`config.mk`:
```
export PLATFORM = sky130hd
export DESIGN_NAME = pc_gen_flat
export DESIGN_NICKNAME = d
export VERILOG_FILES = /design/src/rtl/pc_gen_if.sv /design/src/rtl/pc_gen.sv /design/src/flat_wrapper.sv
export SDC_FILE = /design/constraint.sdc
export NUM_CORES = 1
export LEC_CHECK = 0
export ABC_AREA = 1
export CORE_ASPECT_RATIO = 1.25
export CORE_MARGIN = 2
export CORE_UTILIZATION = 64
export DETAILED_ROUTE_END_ITERATION = 16
export DONT_BUFFER_PORTS = 1
export PLACE_DENSITY = 0.8
export SLEW_MARGIN = 20
export SYNTH_ARGS = -nofsm -noshare
export SYNTH_HDL_FRONTEND = slang
export SYNTH_SLANG_ARGS = --single-unit
export TNS_END_PERCENT = 50
```
`constraint.sdc`:
```
create_clock -name clk -period 1.88 [get_ports clk]
set_clock_uncertainty 0.1 [all_clocks]
set_input_delay 0.188 -clock clk [delete_from_list [all_inputs] [get_ports clk]]
set_output_delay 0.188 -clock clk [all_outputs]
set_load 0.05 [all_outputs]
```
`src/rtl/pc_gen_if.sv`:
```
// Fetch-side bundle for pc_gen: redirect requests in, fetch address and fault status out.
interface pc_gen_if #(
   parameter int WIDTH = 32
);
   logic             stall;
   logic             branch_en;
   logic [WIDTH-1:0] branch_target;
   logic             trap_en;
   logic [WIDTH-1:0] trap_target;
   logic             mret_en;
   logic [WIDTH-1:0] mret_target;
   logic             access_fault;
   logic [WIDTH-1:0] pc;
   logic             pc_valid;
   logic             fetch_fault;
   logic             misalign_fault;
   logic [WIDTH-1:0] fault_pc;

   modport master (
      output stall, branch_en, branch_target, trap_en, trap_target,
             mret_en, mret_target, access_fault,
      input  pc, pc_valid, fetch_fault, misalign_fault, fault_pc
   );

   modport slave (
      input  stall, branch_en, branch_target, trap_en, trap_target,
             mret_en, mret_target, access_fault,
      output pc, pc_valid, fetch_fault, misalign_fault, fault_pc
   );
endinterface

```
`src/rtl/pc_gen.sv`:
```
// Program counter generator: BOOT/RUN/FAULT FSM, one-cycle redirect (trap > mret > branch > fault > stall > +4).
// stall holds pc; PC_GEN_MISALIGN_CHECK_EN turns misaligned branch targets into a latched fault.
module pc_gen #(
   parameter int               WIDTH      = 32,
   parameter logic [WIDTH-1:0] RESET_ADDR = 32'h0000_0000
) (
   input  logic    clk,
   input  logic    rst_n,
   pc_gen_if.slave bus
);
   typedef enum logic [1:0] {BOOT, RUN, FAULT} state_t;

   localparam logic [WIDTH-1:0] RST_PC = {RESET_ADDR[WIDTH-1:2], 2'b00};

   state_t           state_q, state_d;
   logic [WIDTH-1:0] pc_q, pc_d;
   logic             fetch_fault_q, fetch_fault_d;
   logic [WIDTH-1:0] fault_pc_q, fault_pc_d;
   logic [WIDTH-1:0] trap_pc, mret_pc, branch_pc;
   logic             unused_lsbs;

   assign trap_pc     = {bus.trap_target[WIDTH-1:2], 2'b00};
   assign mret_pc     = {bus.mret_target[WIDTH-1:2], 2'b00};
   assign branch_pc   = {bus.branch_target[WIDTH-1:2], 2'b00};
   assign unused_lsbs = ^{bus.trap_target[1:0], bus.mret_target[1:0], bus.branch_target[1:0]};

`ifdef PC_GEN_MISALIGN_CHECK_EN
   logic misalign_fault_q, misalign_fault_d;
   logic branch_misaligned;
   assign branch_misaligned = |bus.branch_target[1:0];
`endif

   always_comb begin
      state_d       = state_q;
      pc_d          = pc_q;
      fetch_fault_d = fetch_fault_q;
      fault_pc_d    = fault_pc_q;
`ifdef PC_GEN_MISALIGN_CHECK_EN
      misalign_fault_d = misalign_fault_q;
`endif
      case (state_q)
         BOOT: begin
            state_d = RUN;
            if (bus.trap_en) pc_d = trap_pc;
         end
         RUN: begin
            if (bus.trap_en) begin
               pc_d = trap_pc;
            end else if (bus.mret_en) begin
               pc_d = mret_pc;
            end else if (bus.branch_en) begin
`ifdef PC_GEN_MISALIGN_CHECK_EN
               if (branch_misaligned) begin
                  misalign_fault_d = 1'b1;
                  fault_pc_d       = bus.branch_target;
                  state_d          = FAULT;
               end else begin
                  pc_d = branch_pc;
               end
`else
               pc_d = branch_pc;
`endif
            end else if (bus.access_fault) begin
               fetch_fault_d = 1'b1;
               fault_pc_d    = pc_q;
               state_d       = FAULT;
            end else if (!bus.stall) begin
               pc_d = pc_q + WIDTH'(4);
            end
         end
         FAULT: begin
            // Only a trap leaves FAULT; every other request is dropped.
            if (bus.trap_en) begin
               pc_d          = trap_pc;
               fetch_fault_d = 1'b0;
`ifdef PC_GEN_MISALIGN_CHECK_EN
               misalign_fault_d = 1'b0;
`endif
               state_d       = RUN;
            end
         end
         default: state_d = BOOT;
      endcase
   end

   always_ff @(posedge clk or negedge rst_n) begin
      if (!rst_n) begin
         state_q       <= BOOT;
         pc_q          <= RST_PC;
         fetch_fault_q <= 1'b0;
         fault_pc_q    <= '0;
      end else begin
         state_q       <= state_d;
         pc_q          <= pc_d;
         fetch_fault_q <= fetch_fault_d;
         fault_pc_q    <= fault_pc_d;
      end
   end

`ifdef PC_GEN_MISALIGN_CHECK_EN
   always_ff @(posedge clk or negedge rst_n) begin
      if (!rst_n) misalign_fault_q <= 1'b0;
      else        misalign_fault_q <= misalign_fault_d;
   end
   assign bus.misalign_fault = misalign_fault_q;
`else
   assign bus.misalign_fault = 1'b0;
`endif

   assign bus.pc          = pc_q;
   assign bus.pc_valid    = (state_q == RUN);
   assign bus.fetch_fault = fetch_fault_q;
   assign bus.fault_pc    = fault_pc_q;
endmodule

```
`src/flat_wrapper.sv`:
```
// flat-port wrapper written by rule: the top's interface ports become plain ports
module pc_gen_flat 
#(
   parameter int               WIDTH      = 32,
   parameter logic [WIDTH-1:0] RESET_ADDR = 32'h0000_0000
)
  (clk, rst_n, bus_stall, bus_branch_en, bus_branch_target, bus_trap_en, bus_trap_target, bus_mret_en, bus_mret_target, bus_access_fault, bus_pc, bus_pc_valid, bus_fetch_fault, bus_misalign_fault, bus_fault_pc);
  pc_gen_if #(.WIDTH(WIDTH)) bus_i ();
  input  logic clk;
  input  logic rst_n;
  input wire logic [$bits(bus_i.stall)-1:0] bus_stall;
  input wire logic [$bits(bus_i.branch_en)-1:0] bus_branch_en;
  input wire logic [$bits(bus_i.branch_target)-1:0] bus_branch_target;
  input wire logic [$bits(bus_i.trap_en)-1:0] bus_trap_en;
  input wire logic [$bits(bus_i.trap_target)-1:0] bus_trap_target;
  input wire logic [$bits(bus_i.mret_en)-1:0] bus_mret_en;
  input wire logic [$bits(bus_i.mret_target)-1:0] bus_mret_target;
  input wire logic [$bits(bus_i.access_fault)-1:0] bus_access_fault;
  output wire logic [$bits(bus_i.pc)-1:0] bus_pc;
  output wire logic [$bits(bus_i.pc_valid)-1:0] bus_pc_valid;
  output wire logic [$bits(bus_i.fetch_fault)-1:0] bus_fetch_fault;
  output wire logic [$bits(bus_i.misalign_fault)-1:0] bus_misalign_fault;
  output wire logic [$bits(bus_i.fault_pc)-1:0] bus_fault_pc;
  assign bus_i.stall = bus_stall;
  assign bus_i.branch_en = bus_branch_en;
  assign bus_i.branch_target = bus_branch_target;
  assign bus_i.trap_en = bus_trap_en;
  assign bus_i.trap_target = bus_trap_target;
  assign bus_i.mret_en = bus_mret_en;
  assign bus_i.mret_target = bus_mret_target;
  assign bus_i.access_fault = bus_access_fault;
  assign bus_pc = bus_i.pc;
  assign bus_pc_valid = bus_i.pc_valid;
  assign bus_fetch_fault = bus_i.fetch_fault;
  assign bus_misalign_fault = bus_i.misalign_fault;
  assign bus_fault_pc = bus_i.fault_pc;
  pc_gen #(.WIDTH(WIDTH), .RESET_ADDR(RESET_ADDR)) u_core (.clk(clk), .rst_n(rst_n), .bus(bus_i));
endmodule
```
# Word-level counts from Yosys, hierarchy flattened
# Cells that the tools add are included.
[totals]
register_bits = 67
wordCells = 45
[classes]
add_sub_neg = 1
n_eq_ne = 10
muxes = 19
bitwise_logic = 3
n_reduce_logical = 8
[op_table]
columns = ["cell", "n"]
rows = [
  ["two-way mux 32 bit", 6],
  ["one-hot mux 32 bit (2 select lines)", 1],
  ["adder 32 x 3 -> 32 bit (second input constant)", 1],
  ["two-way mux 2 bit", 5],
  ["!= test 2 bit (second input constant)", 5],
  ["!= test 5 bit (second input constant)", 2],
  ["AND reduction 5 bit", 2],
  ["one-hot mux 2 bit (3 select lines)", 1],
  ["AND reduction 6 bit", 1],
  ["two-way mux 1 bit", 5],
  ["AND reduction 4 bit", 1],
  ["nonzero test 2 bit", 2],
  ["NOT 1 bit", 3],
  ["== test 2 x 1 -> 1 bit (second input constant)", 1],
  ["== test 2 bit (second input constant)", 1],
  ["logical NOT 2 bit", 1],
  ["!= test 2 x 1 -> 1 bit (second input constant)", 1],
  ["one-hot mux 1 bit (2 select lines)", 1],
  ["OR reduction 2 bit", 1],
]

# Longest topological paths before layout
# Gate-level depths: netlist (run 1).
[logic_depth]
word_depth = 7
depth_mapped = 12
ltp_nobuf = 12

# Worst setup path after synthesis (run 1)
# No wires, ideal clock.
[synth_path]
kind = "register -> register"
startpoint = "register u_core.pc_q[3] (netlist: u_core.bus.pc[3])"
endpoint = "register u_core.pc_q[20] (netlist: u_core.bus.pc[20])"
setup_time_ps = 118
t_arrival_ps = 1771
slack_ps = -109
stages_incl_launch_ff = 12
cell_sequence = "dfrtp_1 -> ha_1 -> inv_1 -> nor2_2 -> nand3_1 -> nor2_1 -> xor2_1 -> nand2_1 -> nand2_1 -> nand2_1 -> nand2_1 -> nand2_1"
[synth_via]
elab_chain_len = 7
[synth_rtl]
columns = ["item", "line", "text"]
rows = [
  ["start: declaration", "pc_gen.sv:16", "logic [WIDTH-1:0] pc_q, pc_d;"],
  ["start signal: assignment", "pc_gen.sv:94", "pc_q <= pc_d;"],
  ["adder 32 x 3 -> 32 bit", "pc_gen.sv:68", "pc_d = pc_q + WIDTH'(4);"],
  ["two-way mux 32 bit", "pc_gen.sv:67", "end else if (!bus.stall) begin"],
  ["two-way mux 32 bit", "pc_gen.sv:63", "end else if (bus.access_fault) begin"],
  ["two-way mux 32 bit", "pc_gen.sv:51", "end else if (bus.branch_en) begin"],
  ["two-way mux 32 bit", "pc_gen.sv:49", "end else if (bus.mret_en) begin"],
  ["two-way mux 32 bit", "pc_gen.sv:47", "if (bus.trap_en) begin"],
  ["one-hot mux 32 bit (2 select lines)", "pc_gen.sv:41", "case (state_q)"],
]
# No other way between the ends. The select of a mux whose other input is x is not followed.
# A chain may end at the register's enable or synchronous reset.

# Final worst setup path (run 1)
[layout_path]
startpoint = "register u_core.pc_q[3] (netlist: u_core.bus.pc[3])"
endpoint = "register u_core.pc_q[31] (netlist: u_core.bus.pc[31])"
# Same word-level chain as after synthesis.

==> results of run 1 <==
worst max-delay path, cell delays in order, from the launching register on:
cell,delay [ps]
dfrtp_2,380
buf_6,190
nand2_2,100
nor2_4,180
nand2_1,140
nor2_2,200
nand2_1,100
nand2_1,70
nand2_1,50
nand2_1,50
nand2_1,40
nand2_1,50
a21oi_1,60
how the worst min path moves through the flow:
stage,end,slack (ps),cells past startpoint
finish,u_core.bus.pc[28]$_DFFE_PN0P_,-4,4
global placement,u_core.bus.fault_pc[31]$_DFFE_PN0P_,-210,0
floorplan,u_core.bus.fault_pc[10]$_DFFE_PN0P_,-210,0
CTS,u_core.bus.pc[24]$_DFFE_PN0P_,2,5
detailed placement,u_core.bus.fault_pc[31]$_DFFE_PN0P_,-210,0
global route,u_core.bus.pc[3]$_DFFE_PN0P_,20,4
layout make-up:
cell class                      instances  area (sq um)  share of cell area [%]
Clock inverter                          6         60.06                   1.163
Multi-Input combinational cell        512          2355                   45.61
Tap cell                               87         108.9                   2.109
Inverter                               46         177.7                   3.442
Clock buffer                           10         137.6                   2.666
Sequential cell                        63          1580                   30.61
Timing Repair Buffer                   80         743.2                   14.40
flip-flops by register name (all words and copies together), names as in the netlist:
register / cells
u_core.bus.pc: 30
u_core.bus.fetch_fault: 1
u_core.state_q: 2
u_core.bus.fault_pc: 30
cells by family after synthesis:
logic type | synth area share (%)
buffers and inverters | 8.424
adders and majority gates | 0.2955
AOI/OAI and AO/OA | 16.79
xor gates and xnor gates | 1.035
other | 0.08859
DFF | 37.25
and+or+nand+nor | 36.12
timing repair:
item                       in CTS  in global routing
setup endpoints to repair       0                 20
hold endpoints to repair       90                  0
resized for setup               0                 25
hold buffers                   34                  0
setup buffers                   0                  1
report_power, final:
part	switching [mW]	total, mW	internal, mW
combinational	1.74	2.47	0.729
sequential	1.09	2.81	1.72
clock	0.584	1.22	0.641
cells in the mapped netlist (6+ instances only):
cell / instances
o21ai_1: 13
clkbuf_1: 16
buf_2: 9
a21oi_1: 44
nand3_1: 35
o211ai_1: 9
nor2_2: 11
buf_4: 7
nor2_4: 6
nor2_1: 103
inv_1: 39
nand2_2: 6
dfrtp_1: 63
o21ai_0: 60
nand2_1: 202
routing by layer:
metal	GRT usage [%]	share of wire, %	routed length, microns	up-vias
met5	0	0.087	13	-
li1	-	-	-	2205
met4	13.48	3.2	481	2
met1	52.23	38	5709	2238
met2	68.42	48	7171	363
met3	8.795	11	1591	56
per-stage QoR:
step	power [mW]	std cells	util, %	TNS (ps)
global placement	4.995	753	70.01	0
finish	6.501	804	79.64	0
CTS	6.352	803	78.58	0
global route	6.765	804	79.64	-129.2
detailed placement	5.071	753	70.01	0
floorplan	4.409	656	-	0
==> flow_metrics.py, run 1 <==
metrics = {
    "power": {
        "power_density_nw_per_um2": 1259,
        "p_leak_nw": 2.406,
        "vdd_drop_max_mv": 0.8801,
    },
    "synthesis": {
        "netlist_area_sq_um": 4233,
        "async_reset_ff_share_pct": 100.0,
        "yosys_warnings": 0,
        "yosysSeqAreaShare_pct": 37.25,
        "yosys.area.top_type": "dfrtp_1",
        "synthDistinctLibCells": 31,
        "ys.flop_type": "dfrtp_1",
        "ys_ff_latch": 63,
        "yosys-top-cells-area": "dfrtp_1 37%, nand2_1 18%, nor2_1 9.1%",
        "avgSynthCellArea_sq_um": 6.492,
        "synth_top_area_share_pct": 37.25,
        "postSynthCellCount": 652,
        "synth_edf_count": 0,
    },
    "setup_path": {
        "crit_path_start": "u_core.bus.pc[3]$_DFFE_PN0P_",
        "timing.rr.start": "u_core.bus.pc[3]$_DFFE_PN0P_",
        "start_kind": "register",
        "worstPathRequired_ps": 2020,
        "r2r_cells": 12,
        "cp-endpoint": "u_core.bus.pc[31]$_DFFE_PN0P_",
        "worstSetupPathType": "register to register",
        "crit_path_max_fanout": 5,
        "cp.arrival_ps": 1970,
        "crit_path_end_kind": "register",
        "r2r-end": "u_core.bus.pc[31]$_DFFE_PN0P_",
        "rrSetupSlack_ps": 50,
    },
    "finish": {
        "nNetsFinal": 816,
        "drive_gt1_share_pct": 14.92,
        "syn_to_final_growth_pct": 21.96,
        "layout_commonest_cell": "nand2_1",
        "finalInstanceArea_sq_um": 5162,
        "final_cell_mix": "201 x nand2_1, 98 x nor2_1, 60 x dfrtp_1",
        "fillers": 469,
        "diodes": 0,
    },
    "timing": {
        "post-route-period-util_pct": 97.22,
        "report.final.slew_viol_count": 0,
        "min_period_ps": 1828,
        "relSlewSlack_pct": 58.86,
        "max_freq_mhz": 547.1,
        "fin_ws_ps": 52.22,
        "final-hold-violation-count": 3,
        "holdWs_ps": -4.038,
        "worstMarginPinSlew_ps": 616.4,
        "setup_viol": 0,
        "rsz0062_at_grt": "true",
    },
    "die": {
        "fp-row-count": 33,
        "die_x_microns": 76.74,
        "die-area_sq_um": 7285,
        "start_util_pct": 65.30,
        "coreArea_sq_um": 6482,
        "die-height_microns": 94.93,
        "io_pins": 170,
    },
    "grt": {
        "grt_max_degree": 64,
        "antenna_found_initial": 1,
        "grt_usage_pct": 40.65,
        "grt-ovfl-total": 0,
        "grt_pass1_wl_mm": 22.85,
        "grt_pass1_vias": 4432,
    },
    "clock_tree": {
        "clkSinkCount": 63,
        "clock_latency_ps": 350,
        "h-tree-depth": 3,
        "cts_buffer_depth": 2,
        "clock-root-buffer": "clkbuf_8",
        "cts_tree": "yes",
        "clk_pin_slew_ps": 80,
        "cts-buffers-inserted": 9,
    },
    "routing": {
        "drtPass1Iterations": 8,
        "first_iter_violations": 550,
        "vias": 4864,
        "wl_mm": 14.97,
        "ant_nets": 0,
        "viasPerCell": 6.050,
        "drc": 0,
        "drt-wirelength-per-cell_microns": 18.62,
    },
    "placement": {
        "gp_congestion": 0.9427,
        "place_hpwl_mm": 9.900,
        "port_buffers": 0,
        "placed_area_sq_um": 4538,
        "dp_worst_setup_slack_ps": 97.87,
    },
    "min_path": {
        "hp-start": "bus_trap_target[28]",
        "hold_path.class": "input pin to register",
    },
    "status": {
        "outcome": "finished, violations left",
        "violations": "negative hold slack",
    },
    "run": {
        "timing.max_cap.violations": 0,
    },
}
Note: power is estimated with default switching activity, not from simulation.
==> inputs of run 2 (changes only) <==
==> constraint.sdc (replaced) <==
create_clock -name clk -period 1.88 [get_ports clk]
set_clock_uncertainty 0.1 [all_clocks]
set_input_delay 0.376 -clock clk [delete_from_list [all_inputs] [get_ports clk]]
set_output_delay 0.376 -clock clk [all_outputs]
set_load 0.05 [all_outputs]
==> run 2 against run 1 <==
The run still ends with negative hold slack left; final cell count decreased by 4.2%; hold slack got worse by 390 ps; sequential power about the same; power decreased by 4.2%; global-route usage decreased by 3.7 points; register-to-register slack improved by 60 ps; critical path depth decreased by 1; worst setup slack improved by 65 ps; largest power group unchanged.
==> flow_metrics.py, run 2 (same netlist as run 1, synthesis figures left out) <==
metrics = {
    "die": {
        "coreArea_sq_um": 6482,
        "die-height_microns": 94.93,
        "io_pins": 170,
        "start_util_pct": 65.30,
        "fp-row-count": 33,
        "die_x_microns": 76.74,
        "die-area_sq_um": 7285,
    },
    "timing": {
        "setup-tns-final_ps": 0,
        "holdWs_ps": -392.0,
        "min_period_ps": 1763,
        "worstMarginPinSlew_ps": 507.1,
        "rsz0062_at_grt": "true",
        "final-hold-violation-count": 63,
        "report.final.slew_viol_count": 0,
        "post-route-period-util_pct": 93.79,
        "max_freq_mhz": 567.1,
        "relSlewSlack_pct": 66.19,
        "setup_viol": 0,
    },
    "placement": {
        "gp_congestion": 0.9482,
        "port_buffers": 0,
        "place_inst": 752,
        "place_hpwl_mm": 9.778,
    },
    "power": {
        "power_mw": 6.226,
        "vdd_drop_max_mv": 0.8063,
        "swShare_pct": 53.53,
        "power_frac_seq_pct": 45.2,
        "clockPowerShare_pct": 17.4,
        "p_leak_nw": 2.248,
        "p_comb_share_pct": 37.4,
        "intPower_mw": 2.893,
        "power_density_nw_per_um2": 1298,
        "p_switching_mw": 3.333,
    },
    "finish": {
        "seq_area_sq_um": 1582,
        "utilization_pct": 73.98,
        "fillers": 575,
        "diodes": 0,
        "syn_to_final_growth_pct": 13.30,
        "layout_commonest_cell": "nand2_1",
        "drive_gt1_share_pct": 15.67,
        "final_cell_mix": "201 x nand2_1, 96 x nor2_1, 60 x o21ai_0",
        "nNetsFinal": 782,
        "multiInputGateArea_sq_um": 2357,
        "layout.cells.non_filler": 770,
    },
    "grt": {
        "grt-ovfl-total": 0,
        "grt_busiest_layer": "met2",
        "met3_usage_pct": 6.310,
        "grt_usage_pct": 36.94,
        "grt_pass1_wl_mm": 20.98,
        "antenna_found_initial": 0,
        "grt_pass1_vias": 4220,
        "gr-usage-met1_pct": 47.43,
        "met2_usage_pct": 60.89,
        "grt_max_degree": 64,
    },
    "routing": {
        "wl_mm": 13.15,
        "vias": 4483,
        "viasPerCell": 5.822,
        "drc": 0,
        "ant_nets": 0,
        "drtPass1Iterations": 4,
        "drt-wirelength-per-cell_microns": 17.07,
        "first_iter_violations": 303,
    },
    "run": {
        "timing.max_cap.violations": 0,
    },
    "setup_path": {
        "cpPeakStageDelay_ps": 430,
        "start_kind": "register",
        "worstPathRequired_ps": 2000,
        "critPathSlowestCell": "dfrtp_1",
        "crit_path_start": "u_core.state_q[1]$_DFFE_PN0P_",
        "crit_path_max_fanout": 39,
        "cp.arrival_ps": 1880,
        "cp_cell_sequence": "inv_2, nand2_1, nor2_2, nand3_2, inv_2, nor2_2, nand2_2, buf_12, nor2_1, nand2_1, o21ai_0",
        "worstSetupPathType": "register to register",
        "timing.rr.start": "u_core.state_q[1]$_DFFE_PN0P_",
        "crit_path_end_kind": "register",
    },
    "clock_tree": {
        "clock_latency_ps": 350,
        "clock-root-buffer": "clkbuf_8",
        "cts_buffer_depth": 2,
        "h-tree-depth": 3,
        "cts_tree": "yes",
        "clk_pin_slew_ps": 80,
        "cts-buffers-inserted": 9,
        "clkSinkCount": 63,
    },
    "min_path": {
        "hold_path.class": "input pin to asynchronous set/reset pin",
    },
    "status": {
        "outcome": "finished, violations left",
        "violations": "negative hold slack",
    },
}
-- run 2: final timing paths --
kind | slack, ps | endpoint | cells past startpoint
worst max register to register | 120 | u_core.bus.pc[26]$_DFFE_PN0P_ | 11
max in group asynchronous | 1950 | u_core.bus.pc[13]$_DFFE_PN0P_ | 0
min in group clk | 20 | u_core.state_q[1]$_DFFE_PN0P_ | 1
worst min-delay path | -390 | u_core.bus.fault_pc[31]$_DFFE_PN0P_ | 0
worst min register to register | 460 | u_core.bus.fetch_fault$_DFFE_PN0P_ | 1
worst max-delay path | 120 | u_core.bus.pc[26]$_DFFE_PN0P_ | 11
-- run 2: stage by stage --
| stage | setup slack (ps) | hold slack (ps) | instance area, sq um |
|---|---|---|---|
| 6_report | 116.7 | -392.0 | 4796 |
| 5_1_grt | -6.963 | -406.2 | 4796 |
| 4_1_cts | 41.80 | -399.8 | 4722 |
| 3_5_place_dp | 70.29 | -18.36 | 4543 |
| 3_3_place_gp | 92.99 | -18.45 | 4543 |
| 2_1_floorplan | 9.973 | -19.59 | 4250 |
-- run 2: critical path: cells and delay by family (launching register included) --
| kind | cells | cell delay [ps] |
|---|---|---|
| buffers and inverters | 3 | 380 |
| DFF | 1 | 430 |
| and+or+nand+nor | 7 | 610 |
| AOI/OAI and AO/OA | 1 | 80 |
-- run 2: area by class of cell --
type,count,share of cell area (%)
Multi-Input combinational cell,512,49.15
Tap cell,87,2.270
Timing Repair Buffer,46,8.218
Sequential cell,63,32.98
Inverter,46,3.652
Clock buffer,9,2.583
Clock inverter,7,1.148
-- run 2: layer usage --
metal	vias up	wire length, microns	share of wire (%)
met5	-	0	0
met4	0	338	2.6
met3	26	1168	8.9
met2	261	6283	48
met1	2065	5356	41
li1	2131	-	-
-- run 2: power groups by stage --
stage | logic [mW] | clock network, mW | registers, mW
2_1_floorplan | 1.04 | 0 | 3.37
3_3_place_gp | 2.19 | 0 | 2.82
3_5_place_dp | 2.26 | 0 | 2.83
4_1_cts | 2.26 | 1.10 | 2.81
5_1_grt | 2.53 | 1.14 | 2.85
6_report | 2.33 | 1.09 | 2.81
-- run 2: timing repair --
| action | in CTS | in global routing |
|---|---|---|
| buffers inserted | 0 | 2 |
| gates resized for setup | 0 | 20 |
| hold endpoints to repair | 63 | 63 |
| endpoints found under the setup margin | 0 | 20 |
